`src/rtl/h2f_avmm_arbiter.sv`:
```
// ---------------------------------------------------------------------------
// h2f_avmm_arbiter
//
// Purpose:
//   Two-master round-robin arbiter in front of the 64-bit Avalon-MM register
//   bank reached from the HPS h2f bridge. Master 0 is the HPS bridge and
//   master 1 is a fabric-side master such as a DMA or control FSM. Exactly
//   one transaction is in flight on the slave at any time. Every transaction
//   has a cycle budget, so a slave that never answers cannot lock up either
//   master.
//
// Parameters:
//   ADDRWIDTH       address width on every port
//   DATAWIDTH       data width; byteenable width is DATAWIDTH/8
//   TIMEOUT_CYCLES  cycles allowed in XFER+RDWAIT before abort (>= 2)
//
// Ports:
//   clk, rst                 single clock; asynchronous active-high reset
//   i_mX_read / i_mX_write   X=0,1 requests, held until waitrequest is low
//   i_mX_address             request address
//   i_mX_writedata           write data
//   i_mX_byteenable          byte lanes
//   o_mX_readdata            read data (slave data while X owns the bus, else 0)
//   o_mX_readdatavalid       one-cycle read-return strobe
//   o_mX_waitrequest         low only in the cycle X's request is accepted
//   o_s_read / o_s_write     requests to the slave
//   o_s_address              slave address
//   o_s_writedata            slave write data
//   o_s_byteenable           slave byte lanes
//   i_s_readdata             slave read data
//   i_s_readdatavalid        slave read-return strobe
//   i_s_waitrequest          slave stall
//   o_timeout_err            one-cycle pulse when a transaction is aborted
// ---------------------------------------------------------------------------
module h2f_avmm_arbiter #(
    parameter int ADDRWIDTH      = 10,
    parameter int DATAWIDTH      = 64,
    parameter int TIMEOUT_CYCLES = 256
) (
    input  logic                     clk,
    input  logic                     rst,

    input  logic                     i_m0_read,
    input  logic                     i_m0_write,
    input  logic [ADDRWIDTH-1:0]     i_m0_address,
    input  logic [DATAWIDTH-1:0]     i_m0_writedata,
    input  logic [DATAWIDTH/8-1:0]   i_m0_byteenable,
    output logic [DATAWIDTH-1:0]     o_m0_readdata,
    output logic                     o_m0_readdatavalid,
    output logic                     o_m0_waitrequest,

    input  logic                     i_m1_read,
    input  logic                     i_m1_write,
    input  logic [ADDRWIDTH-1:0]     i_m1_address,
    input  logic [DATAWIDTH-1:0]     i_m1_writedata,
    input  logic [DATAWIDTH/8-1:0]   i_m1_byteenable,
    output logic [DATAWIDTH-1:0]     o_m1_readdata,
    output logic                     o_m1_readdatavalid,
    output logic                     o_m1_waitrequest,

    output logic                     o_s_read,
    output logic                     o_s_write,
    output logic [ADDRWIDTH-1:0]     o_s_address,
    output logic [DATAWIDTH-1:0]     o_s_writedata,
    output logic [DATAWIDTH/8-1:0]   o_s_byteenable,
    input  logic [DATAWIDTH-1:0]     i_s_readdata,
    input  logic                     i_s_readdatavalid,
    input  logic                     i_s_waitrequest,

    output logic                     o_timeout_err
);

    localparam int BEWIDTH  = DATAWIDTH / 8;
    localparam int CNTWIDTH = (TIMEOUT_CYCLES > 2) ? $clog2(TIMEOUT_CYCLES) : 1;
    localparam logic [CNTWIDTH-1:0] CNT_LAST = CNTWIDTH'(TIMEOUT_CYCLES - 1);

    typedef enum logic [1:0] {
        S_IDLE   = 2'd0,
        S_XFER   = 2'd1,
        S_RDWAIT = 2'd2
    } state_t;

    state_t                r_state;
    state_t                w_next_state;
    logic                  r_grant;
    logic                  r_last_grant;
    logic                  r_op_write;
    logic [CNTWIDTH-1:0]   r_count;

    logic                  w_req0;
    logic                  w_req1;
    logic                  w_pick;
    logic                  w_pick_write;

    logic                  w_g_read;
    logic                  w_g_write;
    logic [ADDRWIDTH-1:0]  w_g_address;
    logic [DATAWIDTH-1:0]  w_g_writedata;
    logic [BEWIDTH-1:0]    w_g_byteenable;

    logic                  w_s_read;
    logic                  w_s_write;
    logic                  w_accept;
    logic                  w_rdv;
    logic                  w_zero_data;
    logic                  w_done;
    logic                  w_abort;
    logic                  w_timeout_hit;
    logic [DATAWIDTH-1:0]  w_owner_data;

    // Round-robin pick: a lone requester wins; on a tie the master that did
    // not finish last goes next.
    assign w_req0       = i_m0_read | i_m0_write;
    assign w_req1       = i_m1_read | i_m1_write;
    assign w_pick       = (w_req0 && w_req1) ? ~r_last_grant : w_req1;
    // Write has priority when a master raises read and write together.
    assign w_pick_write = w_pick ? i_m1_write : i_m0_write;

    // Granted master's request, selected by the registered grant.
    always_comb begin
        w_g_read       = i_m0_read;
        w_g_write      = i_m0_write;
        w_g_address    = i_m0_address;
        w_g_writedata  = i_m0_writedata;
        w_g_byteenable = i_m0_byteenable;
        if (r_grant) begin
            w_g_read       = i_m1_read;
            w_g_write      = i_m1_write;
            w_g_address    = i_m1_address;
            w_g_writedata  = i_m1_writedata;
            w_g_byteenable = i_m1_byteenable;
        end
    end

    assign w_timeout_hit = (r_count == CNT_LAST);

    // Next-state and per-cycle strobes. Completion in the same cycle as the
    // budget running out counts as completion, not as an abort.
    always_comb begin
        w_next_state = r_state;
        w_s_read     = 1'b0;
        w_s_write    = 1'b0;
        w_accept     = 1'b0;
        w_rdv        = 1'b0;
        w_zero_data  = 1'b0;
        w_done       = 1'b0;
        w_abort      = 1'b0;
        unique case (r_state)
            S_IDLE: begin
                if (w_req0 || w_req1) begin
                    w_next_state = S_XFER;
                end
            end
            S_XFER: begin
                // The latched op decides the direction; a master dropping its
                // request mid-transfer simply takes the slave request low.
                w_s_write = r_op_write & w_g_write;
                w_s_read  = ~r_op_write & w_g_read;
                if ((w_s_read || w_s_write) && !i_s_waitrequest) begin
                    w_accept = 1'b1;
                    if (r_op_write || i_s_readdatavalid) begin
                        w_done       = 1'b1;
                        w_rdv        = ~r_op_write;
                        w_next_state = S_IDLE;
                    end else begin
                        w_next_state = S_RDWAIT;
                    end
                end
                // An abort also releases the master's waitrequest so a stuck
                // read or write request is let go.
                if (!w_done && w_timeout_hit) begin
                    w_abort      = 1'b1;
                    w_accept     = 1'b1;
                    w_rdv        = ~r_op_write;
                    w_zero_data  = ~r_op_write;
                    w_next_state = S_IDLE;
                end
            end
            S_RDWAIT: begin
                if (i_s_readdatavalid) begin
                    w_done       = 1'b1;
                    w_rdv        = 1'b1;
                    w_next_state = S_IDLE;
                end else if (w_timeout_hit) begin
                    w_abort      = 1'b1;
                    w_rdv        = 1'b1;
                    w_zero_data  = 1'b1;
                    w_next_state = S_IDLE;
                end
            end
            default: begin
                w_next_state = S_IDLE;
            end
        endcase
    end

    // State, grant and transaction budget.
    always_ff @(posedge clk or posedge rst) begin
        if (rst) begin
            r_state      <= S_IDLE;
            r_grant      <= 1'b0;
            r_last_grant <= 1'b1;
            r_op_write   <= 1'b0;
            r_count      <= '0;
        end else begin
            r_state <= w_next_state;
            if (r_state == S_IDLE) begin
                r_count <= '0;
                if (w_req0 || w_req1) begin
                    r_grant    <= w_pick;
                    r_op_write <= w_pick_write;
                end
            end else begin
                r_count <= r_count + 1'b1;
                if (w_done || w_abort) begin
                    r_last_grant <= r_grant;
                end
            end
        end
    end

    // Slave side.
    assign o_s_read       = w_s_read;
    assign o_s_write      = w_s_write;
    assign o_s_address    = w_g_address;
    assign o_s_writedata  = w_g_writedata;
    assign o_s_byteenable = w_g_byteenable;

    // Master side: an aborted read returns zero data with its strobe.
    assign w_owner_data       = w_zero_data ? '0 : i_s_readdata;
    assign o_m0_waitrequest   = ~(w_accept & ~r_grant);
    assign o_m1_waitrequest   = ~(w_accept &  r_grant);
    assign o_m0_readdatavalid = w_rdv & ~r_grant;
    assign o_m1_readdatavalid = w_rdv &  r_grant;
    assign o_m0_readdata      = ((r_state != S_IDLE) && !r_grant) ? w_owner_data : '0;
    assign o_m1_readdata      = ((r_state != S_IDLE) &&  r_grant) ? w_owner_data : '0;
    assign o_timeout_err      = w_abort;

endmodule

```
`config.mk`:
```
export PLATFORM = sky130hd
export DESIGN_NAME = h2f_avmm_arbiter
export DESIGN_NICKNAME = d
export VERILOG_FILES = /design/src/rtl/h2f_avmm_arbiter.sv
export SDC_FILE = /design/constraint.sdc
export NUM_CORES = 1
export LEC_CHECK = 0
export CAP_MARGIN = 20
export CORE_AREA = 4 4 173 175
export DETAILED_ROUTE_END_ITERATION = 10
export DIE_AREA = 0 0 177 179
export GPL_ROUTABILITY_DRIVEN = 0
export PLACE_DENSITY = 0.42
export SLEW_MARGIN = 25
export SYNTH_ARGS = -nofsm -noshare
export SYNTH_HDL_FRONTEND = slang
export SYNTH_SLANG_ARGS = --single-unit
```
`constraint.sdc`:
```
create_clock -name clk -period 4.78 [get_ports clk]
set_clock_uncertainty 0.1 [all_clocks]
set_input_delay 0.956 -clock clk [delete_from_list [all_inputs] [get_ports clk]]
set_output_delay 0.956 -clock clk [all_outputs]
set_load 0.05 [all_outputs]
```
Word level (Yosys, flattened, before mapping)
Index checks and enable logic that the tools add are counted.
- divide/modulo/power cells: 0
- order comparisons: 0
- shifts and indexed selects: 0
- mux-type cells: 39
- equality and inequality tests: 6
- reductions and logical operators: 17
- bitwise logic cells: 14
- $mul: 0
- add/subtract/negate cells: 1
- operators by type and width (operator ; number):
    $mux W64 ; 4
    $mux W1 ; 21
    $mux W8 ; 2
    $mux W2 ; 6
    $mux W10 ; 1
    $add A8 B1 Y8 const B ; 1
    $eq A8 B8 Y1 const B ; 1
    $pmux W1 S2 ; 4
    $and A1 B1 Y1 ; 6
    $ne A3 B3 Y1 const B ; 2
    $not A1 Y1 ; 6
    $pmux W2 S3 ; 1
    $logic_and A1 B1 Y1 ; 5
    $logic_or A1 B1 Y1 ; 4
    $reduce_and A2 Y1 ; 2
    $logic_not A1 Y1 ; 3
    $reduce_and A3 Y1 ; 1
    $eq A2 B1 Y1 const B ; 1
    $eq A2 B2 Y1 const B ; 1
    $logic_not A2 Y1 ; 1
    $ne A2 B2 Y1 const B ; 1
    $or A1 B1 Y1 ; 2
    $reduce_bool A2 Y1 ; 1
- input port bits: 236
- ROM bits: 0
- memories: 0
- logic and storage cells: 82
- bits in writable memories: 0
- flip-flop bits (word level): 13
- latch bits: 0
- output and inout bits: 217

Depth between registers and ports, before layout
- depth in word-level cells: 12
- mapped depth: 8
- depth with buffers taken out: 7

Least setup slack after synthesis
No wires, ideal clock.
- path kind: input-to-output
- start point: input i_s_waitrequest
- end point: output o_m0_readdatavalid
- arrival time: 2759 ps
- path slack: 965 ps
- stages on the path: 4
- required time: 3724 ps
- buffers on the path: 0
- cells stage by stage: or2_4 > o22ai_1 > o21ai_1 > a211oi_1
- word-level cells in the longest chain between the ends: 9
- elaborated cells on any way between the ends: 10
- those cells by class: mux (5); bitwise (1); reduce/logical (4)
- ends and longest elaborated chain (what ; RTL line ; source):
    start, declared ; 68 ; input logic i_s_waitrequest,
    $logic_not A1 Y1 (*) ; 159 ; if ((w_s_read || w_s_write) && !i_s_waitrequest) begin
    $logic_and A1 B1 Y1 (*) ; 159 ;
    $mux W1 ; 159 ;
    $mux W1 ; 148 ; unique case (r_state)
    $logic_not A1 Y1 ; 171 ; if (!w_done && w_timeout_hit) begin
    $logic_and A1 B1 Y1 ; 171 ;
    $mux W1 (*) ; 171 ;
    $pmux W1 S2 (*) ; 148 ;
    $and A1 B1 Y1 (*) ; 233 ; assign o_m0_readdatavalid = w_rdv & ~r_grant;
    end, declared ; 49 ; output logic o_m0_readdatavalid,
Mark *: on every way between the ends. The rest lies on a longest branch, timed or not. The select of a mux whose other input is x is not followed.

Worst setup path in the final report
- start point: input i_m0_read
- end point: output o_m0_waitrequest
- word-level cells in the longest chain between the ends: 12
- elaborated cells on any way between the ends: 13
- those cells by class: mux (6); bitwise (3); reduce/logical (4)
- ends and longest elaborated chain (what ; RTL line ; source):
    start, declared ; 43 ; input logic i_m0_read,
    $mux W1 (*) ; 126 ; if (r_grant) begin
    $and A1 B1 Y1 (*) ; 158 ; w_s_read = ~r_op_write & w_g_read;
    $logic_or A1 B1 Y1 (*) ; 159 ;
    $logic_and A1 B1 Y1 (*) ; 159 ;
    $mux W1 ; 159 ;
    $mux W1 ; 148 ;
    $logic_not A1 Y1 ; 171 ;
    $logic_and A1 B1 Y1 ; 171 ;
    $mux W1 (*) ; 171 ;
    $mux W1 (*) ; 148 ;
    $and A1 B1 Y1 (*) ; 231 ; assign o_m0_waitrequest = ~(w_accept & ~r_grant);
    $not A1 Y1 (*) ; 231 ;
    end, declared ; 50 ; output logic o_m0_waitrequest,
Marked as above.

==> results_dict.tcl <==
set metrics [dict create \
    synth_ff_type "dfrtp_1" \
    rows 62 \
    area_growth_syn_to_layout_pct 207 \
    slowest_stage "clkdlybuf4s50_1" \
    finalNonFillerCells 1155 \
    cts_resized 0 \
    hp-class "reg2reg" \
    postPlaceCellArea_um2 8770 \
    run_status "completed" \
    crit_fanout 5 \
    clk_pin_slew_worst_paths_ns 0.04 \
    ys_warn_count 0 \
    timing.hold.ws_ns 0.344 \
    p_total_mw 5.50 \
    synth_commonest_cells "and2_1, mux2_2, nor2_1, buf_6, dfrtp_1" \
    cp_common_cell "clkdlybuf4s50_1" \
    die_area_um2 31700 \
    root_buffer "clkbuf_16" \
    wl_per_cell_um 18.0 \
    vdd_ir_drop_max_mv 0.240 \
    final_layout_size_suffix_gt1_share_pct 29.8 \
    synth.avg_cell_area_um2 8.63 \
    drc 0 \
    synth_seq_cells 13 \
    setup-tns-final_ns 0 \
    ios 453 \
    worst_ep_arrival_time_ns 3.16 \
    coreArea_um2 28500 \
    crit_chain "clkdlybuf4s50_1 > mux2i_4 > o22ai_1 > o21ai_1 > nand2b_1 > clkdlybuf4s50_1" \
    antenna_found_initial 2 \
    first_pass_iters 4 \
    critPathMaxStageDelay_ns 0.81 \
    cts_tree "done" \
    cts_buffers 3 \
    final.setup.worst_slack_ns 0.565 \
    io_buffers 452 \
    required_ns 3.72 \
    postCtsSetupBuffers 0 \
    vias 4036 \
    critical_path.endpoint_type "output port" \
    synth_top_area_share_pct 32.0 \
    first_iter_violations 108 \
    maxSlewViolCount 0 \
    max_cap_viol_count 0 \
    via_per_inst 3.49 \
    initial_core_util_pct 10.1 \
    pre_cts_slack_ns 0.512 \
    hpwlAfterDp_mm 18.3 \
    tightestPinTransition_ns 0.780 \
    grt_pass1_wl_mm 27.6 \
    hold_viol_final 0 \
    synth_cells 334 \
    die_h_um 179 \
    die_w_um 177 \
    synth-edff-count 0 \
    synth_area_um2 2880 \
    fin_util_pct 31.1 \
    synth-seq-area-share_pct 11.3 \
    synth.most_common_cell "and2_1" \
    synth.distinct_cells 41 \
    rsz0062_at_grt "no" \
    htreeDepth 1 \
    cts.sinks 13 \
    place_inst 1149 \
    wl_mm 20.8 \
    final_area_um2 8850 \
    fin_nets 1010 \
    clockBufferDepth 2 \
    grt_util_all_layers_pct 11.4 \
    grt_max_degree 65 \
    synth_nets 574 \
    cp_num_buf_inv 2 \
    critPathKind "in2out" \
    synthArstFlopShare_pct 100 \
    cp-start-kind "input port" \
    cts_hold_buf 0 \
    ant_nets 0 \
    grt_pass1_vias 4033 \
    cp_top_family "buffers and inverters" \
    p_leak_nw 3.42 \
    finalSetupViolCount 0 \
    fmax_mhz 237 \
    layout_min_cycle_time_ns 4.21 \
    synth_top_area_cell "mux2_2" \
    p_per_area_nw_per_um2 622 \
    clock_latency_ns 0.23 \
    fill_cells 2979 \
    netlist_top_cells_area "mux2_2, and2_1, dfrtp_1" \
    grt_overflow 0 \
    timing.final.crit_share_pct 88.2 \
    slew-limit-headroom_pct 48.0 \
]
-- kinds of logic (layout without fill, tap and decap cells) --
family,after synthesis,in the layout,synth area share (%)
other,0,2,0
adder cells (fa/ha/maj),4,4,1.74
AND/OR/NAND/NOR,168,168,35.6
flip-flops,13,13,11.3
buffers and inverters,31,466,7.73
XOR/XNOR,6,6,1.82
multiplexers,87,87,34.7
AO/OA/AOI/OAI,25,25,7.08
-- report_power, final --
group / leakage (nW) / total (mW) / internal (mW) / switching (mW)
logic: 3.21 / 5.13 / 2.16 / 2.97
registers: 0.166 / 0.218 / 0.146 / 0.0717
clock network: 0.0382 / 0.153 / 0.112 / 0.0410
-- flip-flops by register name, indices dropped and copies added, names as in the netlist --
register / count
r_count: 8
r_state: 2
r_grant: 1
r_last_grant: 1
r_op_write: 1
-- metal layers --
layer  routed length, um  GRT usage, %
met1                7820          13.3
met2               10600          20.5
met3                2380          5.00
met4                   2        0.0967
met5                   0             0
-- cells in the final DEF (no fill, tap or decap), drive strengths merged --
cell type	count
mux2i	5
dfrtp	12
o21ai	5
nor4	1
nor2	15
a211oi	4
clkbuf	4
xor2	4
and2	128
diode	2
ha	4
buf	134
and3	1
clkdlybuf4s50	322
o2bb2ai	1
a21oi	3
a31oi	2
nand3	3
mux2	82
nand2	5
or2	3
a221o	1
nand4	1
nand2b	4
and4	2
nor2b	3
o2111ai	1
o21a	3
inv	6
a2bb2oi	1
nor3	2
xnor2	2
o221ai	3
dfstp	1
o22ai	1
-- layout make-up --
type / count / area [um2] / share of cell area [%]
clock buffers: 4 / 78.8 / 0.890
flip-flops and latches: 13 / 330 / 3.73
multi-input cells: 290 / 2330 / 26.3
inverters: 6 / 22.5 / 0.254
repair buffers: 456 / 5610 / 63.3
diodes: 2 / 5.00 / 0.0565
well taps: 384 / 480 / 5.43
-- worst paths after layout --
kind	from	endpoint	slack [ns]	cells after the start
max	i_m0_read	o_m0_waitrequest	0.57	6
min	r_count[0]	r_count[0]	0.34	1
max reg2reg	r_count[0]	r_last_grant	2.78	6
min reg2reg	r_count[0]	r_count[0]	0.34	1
max in group asynchronous	rst	r_grant	3.25	2
min in group asynchronous	rst	r_grant	0.96	2
Power figures use the tool's default switching activity.
